$ cat src/rtl/fp_pkg.sv
// Shared types and helpers for the FP multiplier back-end: operand class, rounding mode,
// flag bit positions and width functions of the word size N.
package fp_pkg;

    typedef enum logic [1:0] {
        FP_NORM = 2'b00,
        FP_ZERO = 2'b01,
        FP_INF  = 2'b10,
        FP_NAN  = 2'b11
    } fp_class_e;

    typedef enum logic [1:0] {
        RND_RNE = 2'b00,
        RND_RTZ = 2'b01,
        RND_RUP = 2'b10,
        RND_RDN = 2'b11
    } fp_rnd_e;

    // Positions within the {inexact, underflow, overflow, nan} flag vector
    localparam int FLG_NAN = 0;
    localparam int FLG_OVF = 1;
    localparam int FLG_UNF = 2;
    localparam int FLG_INX = 3;

    function automatic int fp_m(input int n);
        return (n == 64) ? 52 : 23;
    endfunction

    function automatic int fp_e(input int n);
        return (n == 64) ? 11 : 8;
    endfunction

    function automatic int fp_bias(input int n);
        return (n == 64) ? 1023 : 127;
    endfunction

endpackage

$ cat src/rtl/fp_round_core.sv
// Combinational rounder: applies the rounding increment to the stored fraction and reports
// the carry-out when an all-ones fraction rolls over to the next binade.
module fp_round_core
    import fp_pkg::*;
#(
    parameter int M = 23
) (
    input  logic [M-1:0] i_frac,
    input  logic         i_guard,
    input  logic         i_sticky,
    input  logic         i_sign,
    input  fp_rnd_e      i_mode,
    output logic [M-1:0] o_frac,
    output logic         o_carry
);

    logic w_up;

    always_comb begin
        w_up = 1'b0;
        case (i_mode)
            RND_RNE: w_up = i_guard & (i_sticky | i_frac[0]);
            RND_RTZ: w_up = 1'b0;
            RND_RUP: w_up = ~i_sign & (i_guard | i_sticky);
            RND_RDN: w_up = i_sign & (i_guard | i_sticky);
            default: w_up = 1'b0;
        endcase
    end

    // Hidden bit is always 1, so a wrap of the fraction means the significand became 2.0
    assign o_frac  = i_frac + M'(w_up);
    assign o_carry = w_up & (&i_frac);

endmodule

$ cat src/rtl/fp_mul_round_norm.sv
// Two-stage normalise/round/saturate back-end for the FP multiplier (valid/ready pipeline).
// Optional FP_RND_MODE_EN adds a per-operand rounding-mode port; otherwise fixed RNE.
module fp_mul_round_norm
    import fp_pkg::*;
#(
    parameter int N = 32
) (
    input  logic                          clk,
    input  logic                          rst_n,
    input  logic                          in_valid,
    output logic                          in_ready,
    input  logic                          in_sign,
    input  logic signed [fp_e(N)+1:0]     in_exp,
    input  logic [2*fp_m(N)+1:0]          in_mant,
    input  logic [1:0]                    in_class,
`ifdef FP_RND_MODE_EN
    input  logic [1:0]                    rnd_mode,
`endif
    output logic                          out_valid,
    input  logic                          out_ready,
    output logic [N-1:0]                  out_result,
    output logic [3:0]                    out_flags
);

    localparam int M    = fp_m(N);
    localparam int E    = fp_e(N);
    localparam int BIAS = fp_bias(N);
    localparam logic signed [E+1:0] BIAS_S  = (E+2)'(BIAS);
    localparam logic signed [E+1:0] BE_MAX  = (E+2)'((1 << E) - 1);
    localparam logic signed [E+1:0] BE_ZERO = '0;

    logic                  w_s2_load;
    logic                  w_norm;
    logic [M-1:0]          w_frac1;
    logic                  w_g1;
    logic                  w_st1;
    logic signed [E+1:0]   w_be1;
    fp_class_e             w_cls;
    logic                  w_ovr;
    logic                  w_ovr_nan;
    logic [N-1:0]          w_ovr_res;

    logic                  r_s1_valid;
    logic                  r_s1_sign;
    logic signed [E+1:0]   r_s1_be;
    logic [M-1:0]          r_s1_frac;
    logic                  r_s1_g;
    logic                  r_s1_st;
    logic                  r_s1_ovr;
    logic                  r_s1_ovr_nan;
    logic [N-1:0]          r_s1_ovr_res;
    fp_rnd_e               w_mode;

    logic [M-1:0]          w_rfrac;
    logic                  w_carry;
    logic signed [E+1:0]   w_be2;
    logic                  w_ovf;
    logic                  w_unf;
    logic                  w_to_inf;
    logic [N-1:0]          w_res;
    logic [3:0]            w_flags;

    logic                  r_out_valid;
    logic [N-1:0]          r_out_result;
    logic [3:0]            r_out_flags;

    assign w_s2_load = ~r_out_valid | out_ready;
    assign in_ready  = ~r_s1_valid | w_s2_load;

    // Stage 1: normalise the product, split off guard/sticky, bias the exponent
    assign w_norm = in_mant[2*M+1];
    assign w_cls  = fp_class_e'(in_class);

    always_comb begin
        if (w_norm) begin
            w_frac1 = in_mant[2*M:M+1];
            w_g1    = in_mant[M];
            w_st1   = |in_mant[M-1:0];
        end else begin
            w_frac1 = in_mant[2*M-1:M];
            w_g1    = in_mant[M-1];
            w_st1   = |in_mant[M-2:0];
        end
    end

    assign w_be1 = in_exp + BIAS_S + (w_norm ? (E+2)'(1) : '0);

    always_comb begin
        w_ovr     = 1'b1;
        w_ovr_nan = 1'b0;
        w_ovr_res = '0;
        case (w_cls)
            FP_ZERO: w_ovr_res = {in_sign, {(N-1){1'b0}}};
            FP_INF:  w_ovr_res = {in_sign, {E{1'b1}}, {M{1'b0}}};
            FP_NAN: begin
                w_ovr_res = {1'b0, {(N-1){1'b1}}};
                w_ovr_nan = 1'b1;
            end
            default: w_ovr = 1'b0;
        endcase
    end

    always_ff @(posedge clk or negedge rst_n) begin
        if (!rst_n) begin
            r_s1_valid <= 1'b0;
        end else if (in_ready) begin
            r_s1_valid <= in_valid;
        end
    end

    always_ff @(posedge clk) begin
        if (in_valid && in_ready) begin
            r_s1_sign    <= in_sign;
            r_s1_be      <= w_be1;
            r_s1_frac    <= w_frac1;
            r_s1_g       <= w_g1;
            r_s1_st      <= w_st1;
            r_s1_ovr     <= w_ovr;
            r_s1_ovr_nan <= w_ovr_nan;
            r_s1_ovr_res <= w_ovr_res;
        end
    end

`ifdef FP_RND_MODE_EN
    fp_rnd_e r_s1_mode;

    always_ff @(posedge clk) begin
        if (in_valid && in_ready) begin
            r_s1_mode <= fp_rnd_e'(rnd_mode);
        end
    end

    assign w_mode = r_s1_mode;
`else
    assign w_mode = RND_RNE;
`endif

    // Stage 2: round, then saturate to inf/max-finite or flush to signed zero
    fp_round_core #(
        .M (M)
    ) u_round (
        .i_frac   (r_s1_frac),
        .i_guard  (r_s1_g),
        .i_sticky (r_s1_st),
        .i_sign   (r_s1_sign),
        .i_mode   (w_mode),
        .o_frac   (w_rfrac),
        .o_carry  (w_carry)
    );

    assign w_be2    = r_s1_be + (w_carry ? (E+2)'(1) : '0);
    assign w_ovf    = (w_be2 >= BE_MAX);
    assign w_unf    = (w_be2 <= BE_ZERO);
    assign w_to_inf = (w_mode == RND_RNE) |
                      ((w_mode == RND_RUP) & ~r_s1_sign) |
                      ((w_mode == RND_RDN) & r_s1_sign);

    always_comb begin
        w_res   = {r_s1_sign, w_be2[E-1:0], w_rfrac};
        w_flags = '0;
        if (r_s1_ovr) begin
            w_res            = r_s1_ovr_res;
            w_flags[FLG_NAN] = r_s1_ovr_nan;
        end else if (w_ovf) begin
            w_res = w_to_inf ? {r_s1_sign, {E{1'b1}}, {M{1'b0}}}
                             : {r_s1_sign, {(E-1){1'b1}}, 1'b0, {M{1'b1}}};
            w_flags[FLG_OVF] = 1'b1;
            w_flags[FLG_INX] = 1'b1;
        end else if (w_unf) begin
            w_res            = {r_s1_sign, {(N-1){1'b0}}};
            w_flags[FLG_UNF] = 1'b1;
            w_flags[FLG_INX] = 1'b1;
        end else begin
            w_flags[FLG_INX] = r_s1_g | r_s1_st;
        end
    end

    always_ff @(posedge clk or negedge rst_n) begin
        if (!rst_n) begin
            r_out_valid  <= 1'b0;
            r_out_result <= '0;
            r_out_flags  <= '0;
        end else if (w_s2_load) begin
            r_out_valid <= r_s1_valid;
            if (r_s1_valid) begin
                r_out_result <= w_res;
                r_out_flags  <= w_flags;
            end
        end
    end

    assign out_valid  = r_out_valid;
    assign out_result = r_out_result;
    assign out_flags  = r_out_flags;

endmodule

$ cat config.mk
export PLATFORM = sky130hd
export DESIGN_NAME = fp_mul_round_norm
export DESIGN_NICKNAME = d
export VERILOG_FILES = /design/src/rtl/fp_pkg.sv /design/src/rtl/fp_round_core.sv /design/src/rtl/fp_mul_round_norm.sv
export SDC_FILE = /design/constraint.sdc
export NUM_CORES = 1
export LEC_CHECK = 0
export BUFFER_PORTS_ARGS = -buffer_cell sky130_fd_sc_hd__buf_2
export CAP_MARGIN = 20
export CORE_ASPECT_RATIO = 1.75
export CORE_MARGIN = 5
export CORE_UTILIZATION = 50
export CTS_CLUSTER_DIAMETER = 80
export DETAILED_ROUTE_END_ITERATION = 12
export PLACE_DENSITY = 0.78
export SLEW_MARGIN = 20
export SYNTH_ARGS = -nofsm -noshare
export SYNTH_HDL_FRONTEND = slang
export SYNTH_SLANG_ARGS = --single-unit
export TNS_END_PERCENT = 30
$ cat constraint.sdc
create_clock -name clk -period 3.35 [get_ports clk]
set_clock_uncertainty 0.05 [all_clocks]
set_input_delay 0.335 -clock clk [delete_from_list [all_inputs] [get_ports clk]]
set_output_delay 0.335 -clock clk [all_outputs]
set_load 0.05 [all_outputs]
### Word-level counts from Yosys, hierarchy flattened

Index checks and enable logic that the tools add are counted.

* add/sub/neg operators: 4
* order comparisons: 2
* equal/unequal tests: 3
* mux-type cells: 18
* bitwise gates (word level): 8
* reductions and logical operators: 6

Operator list (number)
* $pmux W32 S3: 1
* $mux W31: 2
* $mux W32: 1
* $add A23 B1 Y23: 1
* $mux W23: 1
* $reduce_and A23 Y1: 1
* $reduce_or A23 Y1: 1
* $reduce_or A22 Y1: 1
* $add A10 B1 Y10: 2
* $mux W1: 12
* $add A10 B7 Y10 const B: 1
* $ge A10 B9 Y1 const B: 1
* $le A10 B1 Y1 const B: 1
* $eq A2 B2 Y1 const B: 2
* $or A1 B1 Y1: 4
* $mux W3: 1
* $reduce_or A3 Y1: 1
* $and A1 B1 Y1: 2
* $eq A2 B1 Y1 const B: 1
* $not A1 Y1: 2
* $reduce_and A2 Y1: 1
* $logic_and A1 B1 Y1: 1

* bits in registers: 108
* input bits: 65
* output and inout bits: 38
* logic and storage cells: 53

### Longest topological paths before layout

* depth in word-level cells: 9
* mapped depth: 14
* depth with buffers taken out: 12

### Hierarchy

Synthesis repeated with hierarchy kept, for this count alone.

* cell total of the unflattened synthesis: 329
* area, all modules: 4056.4 um^2

By module, submodules not included
* fp_mul_round_norm: instances 1, cells each 255, area an instance 3534.6 um^2
* fp_round_core: instances 1, cells each 74, area an instance 521.8 um^2

### Worst setup path after synthesis

Ideal clock, no wire load.

* path type: flip-flop to flip-flop
* from: register r_s1_frac[16]
* to: register r_out_result[11] (netlist: out_result[11])
* arrival time: 2.720 ns
* data required time: 3.177 ns
* path slack: 0.457 ns
* cell stages (with the launch flop): 15
* path buffers: 2
* clock period less this slack: 2.893 ns
* path through: edfxtp_1 > nand3_1 > nor2_1 > nand3_1 > nor4_1 > ha_1 > ha_1 > and4_1 > buf_6 > xnor2_1 > nand3_1 > a221o_2 > nand3_2 > buf_6 > o21ai_2

* longest elaborated chain between the ends: 8

Ends and longest elaborated chain
* from (decl): line fp_mul_round_norm.sv:46 `logic [M-1:0] r_s1_frac;`
* from (signal assigned): line fp_mul_round_norm.sv:115 `r_s1_frac <= w_frac1;`
* $reduce_and A23 Y1 (*): line fp_round_core.sv:32 `assign o_carry = w_up & (&i_frac);`
* $and A1 B1 Y1 (*): line fp_round_core.sv:32
* $mux W1 (*): line fp_mul_round_norm.sv:151 `assign w_be2 = r_s1_be + (w_carry ? (E+2)'(1) : '0);`
* $add A10 B1 Y10 (*): line fp_mul_round_norm.sv:151
* $le A10 B1 Y1: line fp_mul_round_norm.sv:153 `assign w_unf = (w_be2 <= BE_ZERO);`
* $mux W31: line fp_mul_round_norm.sv:169 `end else if (w_unf) begin`
* $mux W31 (*): line fp_mul_round_norm.sv:164 `end else if (w_ovf) begin`
* $mux W32 (*): line fp_mul_round_norm.sv:161 `if (r_s1_ovr) begin`
* to (signal assigned): line fp_mul_round_norm.sv:186 `r_out_result <= w_res;`
* to (decl): line fp_mul_round_norm.sv:64 `logic [N-1:0] r_out_result;`

Mark *: on every way between the ends. The rest lies on a longest branch, timed or not.
A chain may end at the register's enable or synchronous reset.

### Worst setup path after layout

* from: register r_s1_frac[5]
* to: register r_out_result[6] (netlist: out_result[6])

* longest elaborated chain between the ends: 8

Ends and longest elaborated chain (line)
* $reduce_and A23 Y1: fp_round_core.sv:32
* $and A1 B1 Y1: fp_round_core.sv:32
* $mux W1: fp_mul_round_norm.sv:151
* $add A10 B1 Y10: fp_mul_round_norm.sv:151
* $le A10 B1 Y1: fp_mul_round_norm.sv:153
* $mux W31: fp_mul_round_norm.sv:169
* $mux W31 (*): fp_mul_round_norm.sv:164
* $mux W32 (*): fp_mul_round_norm.sv:161

Marks and branches as above.

==> results by group <==
Outcome
  • Status: finished clean

Yosys
  • Async SR Flop Fraction: 0.487
  • Cells after Synth: 349
  • Largest cells by area after synthesis: edfxtp_1 29%, dfrtp_1 23%, mux2_2 6.6%
  • Register bit total from synthesis: 78
  • Sequential share of the synthesized area: 0.522
  • Number of distinct library cells after synthesis: 50
  • Cell type with the largest total area after synthesis: edfxtp_1
  • Synthesized area: 4120 µm²
  • Post-synth top area share: 0.292
  • Syn nets: 420
  • YS warnings: 0
  • Post-synth EDFFs: 40
  • Most used flip-flop cell after synthesis: edfxtp_1
  • Synth Area per Inst: 11.8 µm²

Drt
  • Post-DR wirelength/cell: 15.5 µm
  • Final wirelength: 8.49 mm
  • Residual DRC count: 0
  • ANT nets after route: 0
  • Vias post-DR: 3056
  • Vias/cell: 5.57
  • DR pass1 iterations: 4
  • Detailed Route Iter0 Violations: 147

GRT
  • Largest net degree at the start of global routing: 41
  • Total GRT Usage: 0.178
  • Number of global-route vias before repair: 3134
  • First-pass GRT wire length: 14.1 mm
  • GRT overflow: 0
  • Initial antenna violation count: 0

Floorplanning
  • Chip Height: 130 µm
  • Chip Width: 78.6 µm
  • Row count: 43
  • Core ar.: 8020 µm²
  • I/O pins: 103
  • Initial Utilization: 0.514
  • Die area: 10200 µm²

Pwr
  • Gate power share: 0.241
  • VDD IR max: 0.000264 V
  • Seq pwr share: 0.442
  • PD cells: 549 nW/µm²
  • Sw Share: 0.318
  • Power share of the clock group: 0.317
  • Pwr Total: 2.75 mW
  • NetSw: 0.875 mW
  • Pint: 1.88 mW
  • Static leakage: 2.08 nW

Clock tree
  • CTS max path bufs: 2
  • CTS tree: yes
  • Cts bufs inserted: 9
  • Postcts setup bufs: 0
  • Worst skew pair latency: 0.33 ns
  • Clock transition at the registers of the reported paths: 0.05 ns
  • Root buffer cell: clkbuf_16
  • H-Tree Level Count: 3
  • Sink Count: 78

Critical path
  • Worst setup path category: reg -> reg
  • Crit. End Element: flop
  • CP startpoint kind: flop
  • Worst Path Max Fanout: 20
  • Crit path DAT: 3.28 ns
  • Required @ worst endpoint: 3.52 ns

Timing
  • Worst Tran Pin Value: 0.818 ns
  • Fin. Hold Viols: 0
  • Final Max Tran Viols: 0
  • Max Fclk: 322 MHz
  • Setup TNS: 0 ns
  • Fin crit share: 0.928
  • RSZ-0062 raised after global routing: no
  • PnR worst setup slack: 0.241 ns
  • Final min period: 3.11 ns
  • Slew HR: 0.455
  • Final setup viols: 0

Final layout
  • Antenna Cells: 0
  • Synthesis-to-layout area growth: 21.7%
  • Final std cells w/o fill: 549
  • Most frequent cells in the layout: 102 x buf_2, 40 x edfxtp_1, 38 x dfrtp_1, 24 x mux2_2, 22 x nand2_1
  • # nets final: 525
  • Most common cell after layout, fill and taps aside: buf_2
  • Share of cells above drive strength 1: 0.405

Place
  • HPWL reported at the end of detailed placement: 6.68 mm
  • DP Cell Count: 533
  • Global placement routability congestion: 0.868
  • IO Port Bufs: 102
  • Post-place setup slack: 0.0260 ns

Min path
  • Hold Crit Class: in -> async

Run
  • Maxcap violations: 0
## flip-flops by register name, summed over array words and instances (netlist names)
| name | flops |
|---|---|
| out_valid | 1 |
| out_result | 32 |
| r_s1_ovr_res | 2 |
| r_s1_g | 1 |
| r_s1_ovr | 1 |
| r_s1_frac | 23 |
| r_s1_st | 1 |
| r_s1_valid | 1 |
| out_flags | 4 |
| r_s1_sign | 1 |
| r_s1_ovr_nan | 1 |
| r_s1_be | 10 |
## through the flow
| stage | utilization | hold WS [ns] | instance area (µm²) |
|---|---|---|---|
| final | 0.625 | 0.0439 | 5010 |
| after global routing | 0.625 | 0.122 | 5010 |
| after CTS | 0.623 | 0.0605 | 5000 |
| after detailed placement | 0.589 | 0.413 | 4720 |
| after global placement | 0.589 | 0.407 | 4720 |
| after floorplan | - | -0.0106 | 4120 |
## cell type report
class                      count  area (µm²)
tap                           90         113
sequential                    78        2150
clock buffer                  15         268
multi-input combinational    247        1870
timing repair buffer         108         568
fill                         645        3000
clock inverter                 1        5.00
inverter                      10        37.5
## cells in the mapped netlist, drive strengths merged (9+ instances only)
library cell,number
edfxtp,40
xor2,17
a21oi,20
nor4,10
mux2,24
o21ai,28
nor2,19
a221o,9
dfrtp,38
nand4,9
nand3,16
inv,10
xnor2,21
clkbuf,10
nand2,22
## what timing repair did
item	in CTS	in global routing
hold buffers	0	0
setup endpoints to repair	0	30
gates resized for setup	0	4
## cell families after synthesis
group | Yosys count | synth area share
AND/OR/NAND/NOR | 109 | 0.153
flip-flops | 78 | 0.522
AO/OA/AOI/OAI | 69 | 0.128
XOR/XNOR | 38 | 0.0826
multiplexers | 25 | 0.0680
buffers and inverters | 24 | 0.0276
adder cells (fa/ha/maj) | 6 | 0.0182
## final timing paths
kind,start,to,slack (ns),depth (start not counted)
worst max-delay path,r_s1_frac[5],out_result[6],0.24,12
worst min-delay path,rst_n,out_result[31],0.04,1
worst max register to register,r_s1_frac[5],out_result[6],0.24,12
worst min register to register,out_flags[0],out_flags[0],0.42,1
max in group asynchronous,rst_n,out_result[12],2.68,1
min in group clk,in_sign,r_s1_sign,0.14,1
## layer usage
metal  GRT usage  up-vias  part of all wire
li1            -     1499                 -
met1       0.206     1423              0.39
met2       0.295      111              0.50
met3      0.0442       23             0.067
met4       0.112        0             0.037
met5           0        -                 0
## critical path, stage by stage (launching register included)
cell      delay [ns]
edfxtp_1        0.41
and4_1          0.25
nand4_1         0.14
nor4_2          0.31
ha_2            0.28
ha_1            0.25
and4_2          0.32
xnor2_1         0.13
nand3_1         0.09
a221o_2         0.40
nand3_2         0.10
buf_12          0.19
o21ai_2         0.07
## power groups by stage
stage	Sequential, mW	Combinational (mW)	Clock, mW
floorplan	1.48	0.222	0
global placement	1.23	0.655	0
detailed placement	1.23	0.666	0
CTS	1.21	0.667	0.893
global route	1.23	0.707	0.938
finish	1.22	0.662	0.872
No activity file was read; power rests on OpenSTA's default activity.
